$ cat src/rtl/dmem_pkg.sv
// rtl/dmem_pkg.sv - shared types and constants for the data memory access controller
package dmem_pkg;

    typedef enum logic [1:0] {
        IDLE   = 2'd0,
        ACCESS = 2'd1,
        DRAIN  = 2'd2,
        RESP   = 2'd3
    } state_t;

    localparam logic SZ_BYTE        = 1'b0;
    localparam logic SZ_WORD        = 1'b1;
    localparam int   BYTES_PER_WORD = 4;

    // Big-endian lane select: lane 0 is the most significant byte.
    function automatic logic [7:0] word_byte(input logic [31:0] w, input logic [1:0] k);
        logic [7:0] b;
        case (k)
            2'd0:    b = w[31:24];
            2'd1:    b = w[23:16];
            2'd2:    b = w[15:8];
            default: b = w[7:0];
        endcase
        return b;
    endfunction

endpackage

$ cat src/rtl/dmem_access_ctrl.sv
// rtl/dmem_access_ctrl.sv - sequences word/byte load-store requests onto a byte-wide data memory
module dmem_access_ctrl
    import dmem_pkg::*;
#(
    parameter int MEM_BYTES = 256,
    parameter int ADDR_W    = 8
) (
    input  logic              clk,
    input  logic              reset,
    input  logic              req_valid,
    input  logic              req_write,
    input  logic              req_size,
    input  logic              req_signed,
    input  logic [31:0]       req_addr,
    input  logic [31:0]       req_wdata,
    output logic              req_ready,
    output logic              resp_valid,
    output logic              resp_err,
    output logic [31:0]       resp_rdata,
    output logic [ADDR_W-1:0] mem_addr,
    output logic [7:0]        mem_wdata,
    output logic              mem_we,
    output logic              mem_re,
    input  logic [7:0]        mem_rdata
);

    state_t              state_q, state_d;
    logic [1:0]          beat_q, beat_d;
    logic                write_q, write_d;
    logic                size_q, size_d;
    logic                signed_q, signed_d;
    logic [ADDR_W-1:0]   base_q, base_d;
    logic [31:0]         wdata_q, wdata_d;
    logic [31:0]         asm_q, asm_d;
    logic                resp_valid_q, resp_valid_d;
    logic                resp_err_q, resp_err_d;
    logic [31:0]         resp_rdata_q, resp_rdata_d;
    logic [ADDR_W-1:0]   mem_addr_q, mem_addr_d;
    logic [7:0]          mem_wdata_q, mem_wdata_d;
    logic                mem_we_q, mem_we_d;
    logic                mem_re_q, mem_re_d;

    logic [32:0]         req_end;
    logic                req_ok;
    logic                is_last;
    logic [1:0]          next_beat;

    // 33-bit end address keeps the range check free of 32-bit wraparound.
    assign req_end   = {1'b0, req_addr} + ((req_size == SZ_WORD) ? 33'(BYTES_PER_WORD) : 33'd1);
    assign req_ok    = !((req_size == SZ_WORD) && (req_addr[1:0] != 2'b00))
                       && (req_end <= 33'(MEM_BYTES));
    assign is_last   = (size_q == SZ_BYTE) || (beat_q == 2'd3);
    assign next_beat = beat_q + 2'd1;

    always_comb begin
        state_d      = state_q;
        beat_d       = beat_q;
        write_d      = write_q;
        size_d       = size_q;
        signed_d     = signed_q;
        base_d       = base_q;
        wdata_d      = wdata_q;
        asm_d        = asm_q;
        resp_valid_d = 1'b0;
        resp_err_d   = 1'b0;
        resp_rdata_d = 32'd0;
        mem_addr_d   = mem_addr_q;
        mem_wdata_d  = mem_wdata_q;
        mem_we_d     = 1'b0;
        mem_re_d     = 1'b0;

        case (state_q)
            IDLE: begin
                if (req_valid) begin
                    write_d  = req_write;
                    size_d   = req_size;
                    signed_d = req_signed;
                    base_d   = req_addr[ADDR_W-1:0];
                    wdata_d  = req_wdata;
                    asm_d    = 32'd0;
                    beat_d   = 2'd0;
                    if (req_ok) begin
                        state_d     = ACCESS;
                        mem_addr_d  = req_addr[ADDR_W-1:0];
                        mem_wdata_d = (req_size == SZ_WORD) ? req_wdata[31:24] : req_wdata[7:0];
                        mem_we_d    = req_write;
                        mem_re_d    = !req_write;
                    end else begin
                        state_d      = RESP;
                        resp_valid_d = 1'b1;
                        resp_err_d   = 1'b1;
                    end
                end
            end
            ACCESS: begin
                // Read data for the previous beat arrives one cycle after its strobe.
                if (!write_q) begin
                    case (beat_q)
                        2'd1:    asm_d[31:24] = mem_rdata;
                        2'd2:    asm_d[23:16] = mem_rdata;
                        2'd3:    asm_d[15:8]  = mem_rdata;
                        default: ;
                    endcase
                end
                if (!is_last) begin
                    beat_d      = next_beat;
                    mem_addr_d  = base_q + ADDR_W'(next_beat);
                    mem_wdata_d = word_byte(wdata_q, next_beat);
                    mem_we_d    = write_q;
                    mem_re_d    = !write_q;
                end else if (write_q) begin
                    state_d      = RESP;
                    resp_valid_d = 1'b1;
                end else begin
                    state_d = DRAIN;
                end
            end
            DRAIN: begin
                state_d      = RESP;
                resp_valid_d = 1'b1;
                resp_rdata_d = (size_q == SZ_WORD) ? {asm_q[31:8], mem_rdata}
                                                   : {{24{signed_q & mem_rdata[7]}}, mem_rdata};
            end
            default: begin
                state_d = IDLE;
            end
        endcase
    end

    always_ff @(posedge clk) begin
        if (reset) begin
            state_q      <= IDLE;
            beat_q       <= 2'd0;
            write_q      <= 1'b0;
            size_q       <= SZ_BYTE;
            signed_q     <= 1'b0;
            base_q       <= '0;
            wdata_q      <= 32'd0;
            asm_q        <= 32'd0;
            resp_valid_q <= 1'b0;
            resp_err_q   <= 1'b0;
            resp_rdata_q <= 32'd0;
            mem_addr_q   <= '0;
            mem_wdata_q  <= 8'd0;
            mem_we_q     <= 1'b0;
            mem_re_q     <= 1'b0;
        end else begin
            state_q      <= state_d;
            beat_q       <= beat_d;
            write_q      <= write_d;
            size_q       <= size_d;
            signed_q     <= signed_d;
            base_q       <= base_d;
            wdata_q      <= wdata_d;
            asm_q        <= asm_d;
            resp_valid_q <= resp_valid_d;
            resp_err_q   <= resp_err_d;
            resp_rdata_q <= resp_rdata_d;
            mem_addr_q   <= mem_addr_d;
            mem_wdata_q  <= mem_wdata_d;
            mem_we_q     <= mem_we_d;
            mem_re_q     <= mem_re_d;
        end
    end

    assign req_ready  = (state_q == IDLE);
    assign resp_valid = resp_valid_q;
    assign resp_err   = resp_err_q;
    assign resp_rdata = resp_rdata_q;
    assign mem_addr   = mem_addr_q;
    assign mem_wdata  = mem_wdata_q;
    assign mem_we     = mem_we_q;
    assign mem_re     = mem_re_q;

endmodule

$ cat config.mk
export PLATFORM = sky130hd
export DESIGN_NAME = dmem_access_ctrl
export DESIGN_NICKNAME = d
export VERILOG_FILES = /design/src/rtl/dmem_pkg.sv /design/src/rtl/dmem_access_ctrl.sv
export SDC_FILE = /design/constraint.sdc
export NUM_CORES = 1
export LEC_CHECK = 0
export ABC_AREA = 1
export BUFFER_PORTS_ARGS = -buffer_cell sky130_fd_sc_hd__buf_4
export CAP_MARGIN = 5
export CORE_UTILIZATION = 30
export CTS_CLUSTER_DIAMETER = 120
export DETAILED_ROUTE_END_ITERATION = 7
export SLEW_MARGIN = 20
export SYNTH_ARGS = -nofsm -noshare
export SYNTH_HDL_FRONTEND = slang
export SYNTH_SLANG_ARGS = --single-unit
$ cat constraint.sdc
create_clock -name clk -period 2.5 [get_ports clk]
set_input_delay 0.125 -clock clk [delete_from_list [all_inputs] [get_ports clk]]
set_output_delay 0.125 -clock clk [all_outputs]
set_load 0.05 [all_outputs]
-- Word-level counts from Yosys, hierarchy flattened
Index checks and enable logic that the tools add are counted.
- add/sub/neg operators: 3
- $lt $le $gt $ge: 1
- equality and inequality tests: 15
- multiplexer cells: 39
- bitwise operators: 4
- reductions and logical operators: 19
- operators with widths (operator ; number):
    2-to-1 mux 8 bit ; 10
    2-to-1 mux 32 bit ; 2
    case mux 24 bit (2 select lines) ; 1
    adder 32 x 3 -> 33 bit ; 1
    less-or-equal comparator 33 x 9 -> 1 bit, second input constant ; 1
    case mux 8 bit (2 select lines) ; 2
    2-to-1 mux 24 bit ; 1
    case mux 8 bit (3 select lines) ; 1
    AND reduction 4 bit ; 4
    2-to-1 mux 1 bit ; 11
    2-to-1 mux 2 bit ; 5
    inequality test 2 bit, second input constant ; 5
    adder 8 x 2 -> 8 bit ; 1
    == test 2 bit, second input constant ; 4
    == test 2 x 1 -> 1 bit, second input constant ; 3
    inequality test 2 x 1 -> 1 bit, second input constant ; 3
    case mux 2 bit (3 select lines) ; 1
    zero test 2 bit ; 2
    case mux 1 bit (2 select lines) ; 2
    case mux 2 bit (2 select lines) ; 1
    AND reduction 2 bit ; 2
    nonzero test 2 bit ; 2
    OR reduction 2 bit ; 2
    zero test 1 bit ; 3
    8 further kinds ; 11
- bits in registers: 123
- input bits: 78
- output and inout bits: 53

-- Depth between registers and ports, before layout
- depth in word-level cells: 7
- depth in mapped cells: 21
- mapped depth without buffers: 19

-- Worst setup path after synthesis
OpenSTA, ideal clock, no wires.
- path kind: in2reg
- start point: in req_size
- end point: reg mem_addr_q[0], in the netlist mem_addr[0]
- arrival: 2453 ps
- data required time: 2368 ps
- path slack: -86 ps
- cell stages on the path: 18
- cell sequence: clkbuf_1 > clkinv_1 > ha_1 > ha_1 > nand3_1 > nand2_4 > nand3_1 > xor2_1 > nand2_1 > nor2_1 > nand2_1 > nor2_2 > nand3_2 > nand2_2 > nand2_2 > buf_2 > nand2_1 > a21oi_1
- cells in the longest elaborated chain, start to end: 6
- elaborated cells on any way between the ends: 8
- those cells by class: 1 x add/sub; 1 x order compare; 1 x eq/ne; 1 x mux; 4 x reduce/logical
- RTL lines (element ; line ; text):
    start: declaration ; dmem_access_ctrl.sv:12 ; input logic req_size,
    2-to-1 mux 3 bit ; dmem_access_ctrl.sv:49 ; assign req_end = {1'b0, req_addr} + ((req_size == SZ_WORD) ? 33'(BYTES_PER_WORD) : 33'd1);
    adder 32 x 3 -> 33 bit ; dmem_access_ctrl.sv:49 ;
    less-or-equal comparator 33 x 9 -> 1 bit ; dmem_access_ctrl.sv:51 ; && (req_end <= 33'(MEM_BYTES));
    logical AND 1 bit (*) ; dmem_access_ctrl.sv:51 ;
    inequality test 2 x 1 -> 1 bit (no line) (*) ; n/a ;
    AND reduction 4 bit (no line) (*) ; n/a ;
    end signal: assignment ; dmem_access_ctrl.sv:159 ; mem_addr_q <= mem_addr_d;
    end: declaration ; dmem_access_ctrl.sv:38 ; logic [ADDR_W-1:0] mem_addr_q, mem_addr_d;
Mark *: on every way between the ends. The rest lies on a longest branch, timed or not.
A chain may end at the register's enable or synchronous reset.

-- Worst setup path after layout
- start point: reg beat_q[0]
- end point: reg mem_addr_q[7], in the netlist mem_addr[7]
- cells in the longest elaborated chain, start to end: 4
- elaborated cells on any way between the ends: 8
- those cells by class: 2 x add/sub; 2 x eq/ne; 2 x mux; 2 x reduce/logical
- RTL lines (element ; line ; text):
    start: declaration ; dmem_access_ctrl.sv:28 ; logic [1:0] beat_q, beat_d;
    start signal: assignment ; dmem_access_ctrl.sv:149 ; beat_q <= beat_d;
    adder 2 x 1 -> 2 bit / == test 2 bit (equally long branches) ; dmem_access_ctrl.sv:53, dmem_access_ctrl.sv:52 ;
    adder 8 x 2 -> 8 bit / logical OR 1 bit (equally long branches) ; dmem_access_ctrl.sv:107, dmem_access_ctrl.sv:52 ;
    2-to-1 mux 8 bit / inequality test 2 bit (equally long branches) ; n/a ;
    case mux 8 bit (2 select lines) / AND reduction 4 bit (equally long branches) ; n/a ;
Several ways; a longest one is shown, not always the timed one. The select of a mux whose other input is x is not followed.

==> results.md <==
- Status: completed
- Slew Limit Fails: 0
- Initial antenna violation count: 0
- Clk_skew: 0.008329 ns
- Initial Util: 0.3074
- Final nets: about 1,100
- Synthesized Nets: roughly 1,000
- CP cell instances: inv_1, ha_1, ha_1, a21oi_1, nor2_2, nand3_2, nor2_1, a21oi_1, nor3_1, a21oi_1, nand3_1, nand2_1, nor2_1
- Cell leakage power: around 3.7 nW
- Synth Area per Inst: 6.805 µm²
- Buffers on Ports: 130
- Final WL: 18,110 µm
- Global-route wire length before repair: approximately 29,000 µm
- Commonest non-fill, non-tap cell in the layout: nand2_1
- Share of cells above drive strength 1: 0.1877
- Placed cell area: about 7300 µm²
- Simple-gate area share of the yosys netlist: 0.3042
- Core ar.: ~20,000 µm²
- Final Hold Viols: 0
- Max VDD drop: ~0.59 mV
- Dpl ws: -0.04811 ns
- DRT iter0 DRCs: around 380
- CP max stage cell: ha_1
- Xor-xnor portion of the synthesized cell area: 0.01164
- Max-cap violation count: 0
- Most frequent cells in the layout: 208 x nand2_1, 150 x nor2_1, 149 x buf_4
- Antenna Cells: 0
- Synthesized cell area: 6022 µm²
- Yosys cell types: 36
- Critical path capture point type: register
- Root Driver: clkbuf_16
- TritonCTS Sinks: 123
- Design area: just over 8000 µm²
- Critical path type: reg -> reg
- 1st-pass router iterations: 4
- Crit-path max FO: 5
- Post-synthesis register bit count: between 100 and 150
- Routed len/inst: around 14 µm
- PwrDens: between 1000 and 1500 nW/µm²
- Hold_ws: 0.009008 ns
- Worst setup SP type: register
- Antenna Nets Post-Route: 0
- Clk_lat worst skew: about 0.42 ns
- Fin crit share: 0.8814
- Vias in the first global route: 5,774
- GR Overflow Total: 0
- Final worst path period need: approximately 2.2 ns
- Die Area: 20,640 µm²
- Min-Delay Path Class: in -> reg
- Mux cell area share after synthesis: 0
- Gr usage total: 0.1828
- Post-Synth Adder-Cell Area: 0.03449
- RSZ-0062 raised after global routing: no
- CP Data Required Time: about 2.9 ns
- Sequential area share after synthesis: 0.4089
- Pin count of the biggest net entering global routing: 51
- DIE WIDTH: roughly 140 µm
- Least-Margin Pin Slew: just over 0.9 ns
- Mapped Cells: about 900
- Clock buffer depth: 2
- Design Power: 8.441 mW
- Post-synthesis compound-gate area fraction: 0.1693
- FP Rows: just over 50
- Num ports: 131
- Worst setup margin: between 0.2 and 0.3 ns
- CP dominant cell by count: a21oi_1
- Die Y: approximately 140 µm
- H-tree Lvls: 4
- Reg clk slew, reported paths: about 0.06 ns
- Delay of the slowest critical-path stage: about 0.37 ns
- WP data arrival: roughly 2.6 ns
- CTS Buf Count: 17
- Average vias per placed instance: 4.692
- Synth-to-layout area growth: 37.42%
- Main combinational cell family by area after synthesis: simple AND/OR/NAND/NOR gates
- CTS tree: done
- Placer Congestion: ~0.9
- FMAX: 0.4538 GHz
- Yosys warnings: 0
- Slew HR: 0.3846
- Remaining DRCs: 0
- Final Setup Violations: 0
- Post-DP HPWL: approximately 13,000 µm
- DR vias: just over 6,000
cells by family (layout without fill, tap and decap cells):
| logic type | count (synthesis) | in the layout |
|---|---|---|
| compound gates | 191 | 191 |
| xor+xnor | 8 | 8 |
| fa+ha+maj | 16 | 16 |
| buf+inv | 109 | 284 |
| flops | 123 | 123 |
| simple gates | 438 | 438 |
power by group:
| group | internal [mW] | switching (mW) |
|---|---|---|
| combinational | 1.07 | 2.12 |
| sequential | 2.51 | 0.296 |
| clock | 1.57 | 0.879 |
per-layer routing:
metal / track usage / share of wire / up-vias
li1: - / - / 3207
met5: 0 / 0 / -
met1: 0.2378 / 0.47 / 2816
met2: 0.2951 / 0.47 / 168
met4: 0.06103 / 0.019 / 0
met3: 0.04399 / 0.047 / 26
registers in the layout, summed over array words and instances, names as in the netlist:
| signal | flops |
|---|---|
| size_q | 1 |
| write_q | 1 |
| mem_wdata | 8 |
| resp_err | 1 |
| wdata_q | 32 |
| resp_rdata | 32 |
| resp_valid | 1 |
| base_q | 8 |
| mem_we | 1 |
| mem_re | 1 |
| beat_q | 2 |
| asm_q | 24 |
| state_q | 2 |
| signed_q | 1 |
| mem_addr | 8 |
final cells by class:
class | instances | area (µm²)
clock inverters | 10 | 115.1
well taps | 265 | 331.6
repair buffers | 187 | 1499
clock buffers | 22 | 484.2
inverters | 65 | 245.2
fillers | 2035 | 11310
multi-input cells | 653 | 3137
flip-flops and latches | 123 | 2464
synthesized netlist by cell type, drive strengths merged:
cell type	n	area, µm²
inv	64	240.2
o31ai	2	15.01
nor3	3	15.01
nand3	47	245.2
o311ai	2	17.52
o22a	1	8.760
fa	1	20.02
nand3b	7	52.55
o32ai	4	35.03
a21oi	89	445.4
ha	15	187.7
or2	2	12.51
a221oi	4	35.03
dfxtp	123	2462
nor2	156	621.8
nand2	214	828.3
o21bai	4	30.03
clkinv	1	3.750
buf	9	53.80
nand4	8	50.05
o21ai	82	410.4
nor4	1	6.260
clkbuf	35	132.6
xnor2	3	26.28
xor2	5	43.79
a211oi	3	22.52
worst max-delay path: cells and delay by family (launching register included):
family	cells	cell delay [ns]
AOI/OAI and AO/OA	3	0.22
adders and majority gates	2	0.67
buffers and inverters	1	0.11
DFF	1	0.36
and+or+nand+nor	7	0.78
repair_timing:
item	in CTS	in global routing
gates resized for setup	0	3
hold buffers	38	0
setup buffers	0	0
setup endpoints to repair	0	2
hold endpoints to repair	38	0
final timing paths:
check	startpoint	to	slack (ns)	cells past startpoint
max	beat_q[0]$_SDFFE_PP0P_	mem_addr[7]$_SDFFE_PP0P_	0.30	13
min	req_wdata[11]	wdata_q[11]$_SDFFE_PP0P_	0.009	3
max reg2reg	beat_q[0]$_SDFFE_PP0P_	mem_addr[7]$_SDFFE_PP0P_	0.30	13
min reg2reg	asm_q[11]$_SDFFE_PP0P_	resp_rdata[11]$_SDFF_PP0_	0.46	2
through the flow:
stage	setup TNS (ns)	utilization	cells
2_1_floorplan	0	-	885
3_3_place_gp	-0.001623	0.3720	1255
3_5_place_dp	-0.4491	0.3720	1255
4_1_cts	0	0.4220	1325
5_1_grt	0	0.4224	1325
6_report	0	0.4224	1325
(Power assumes the default switching activity.)
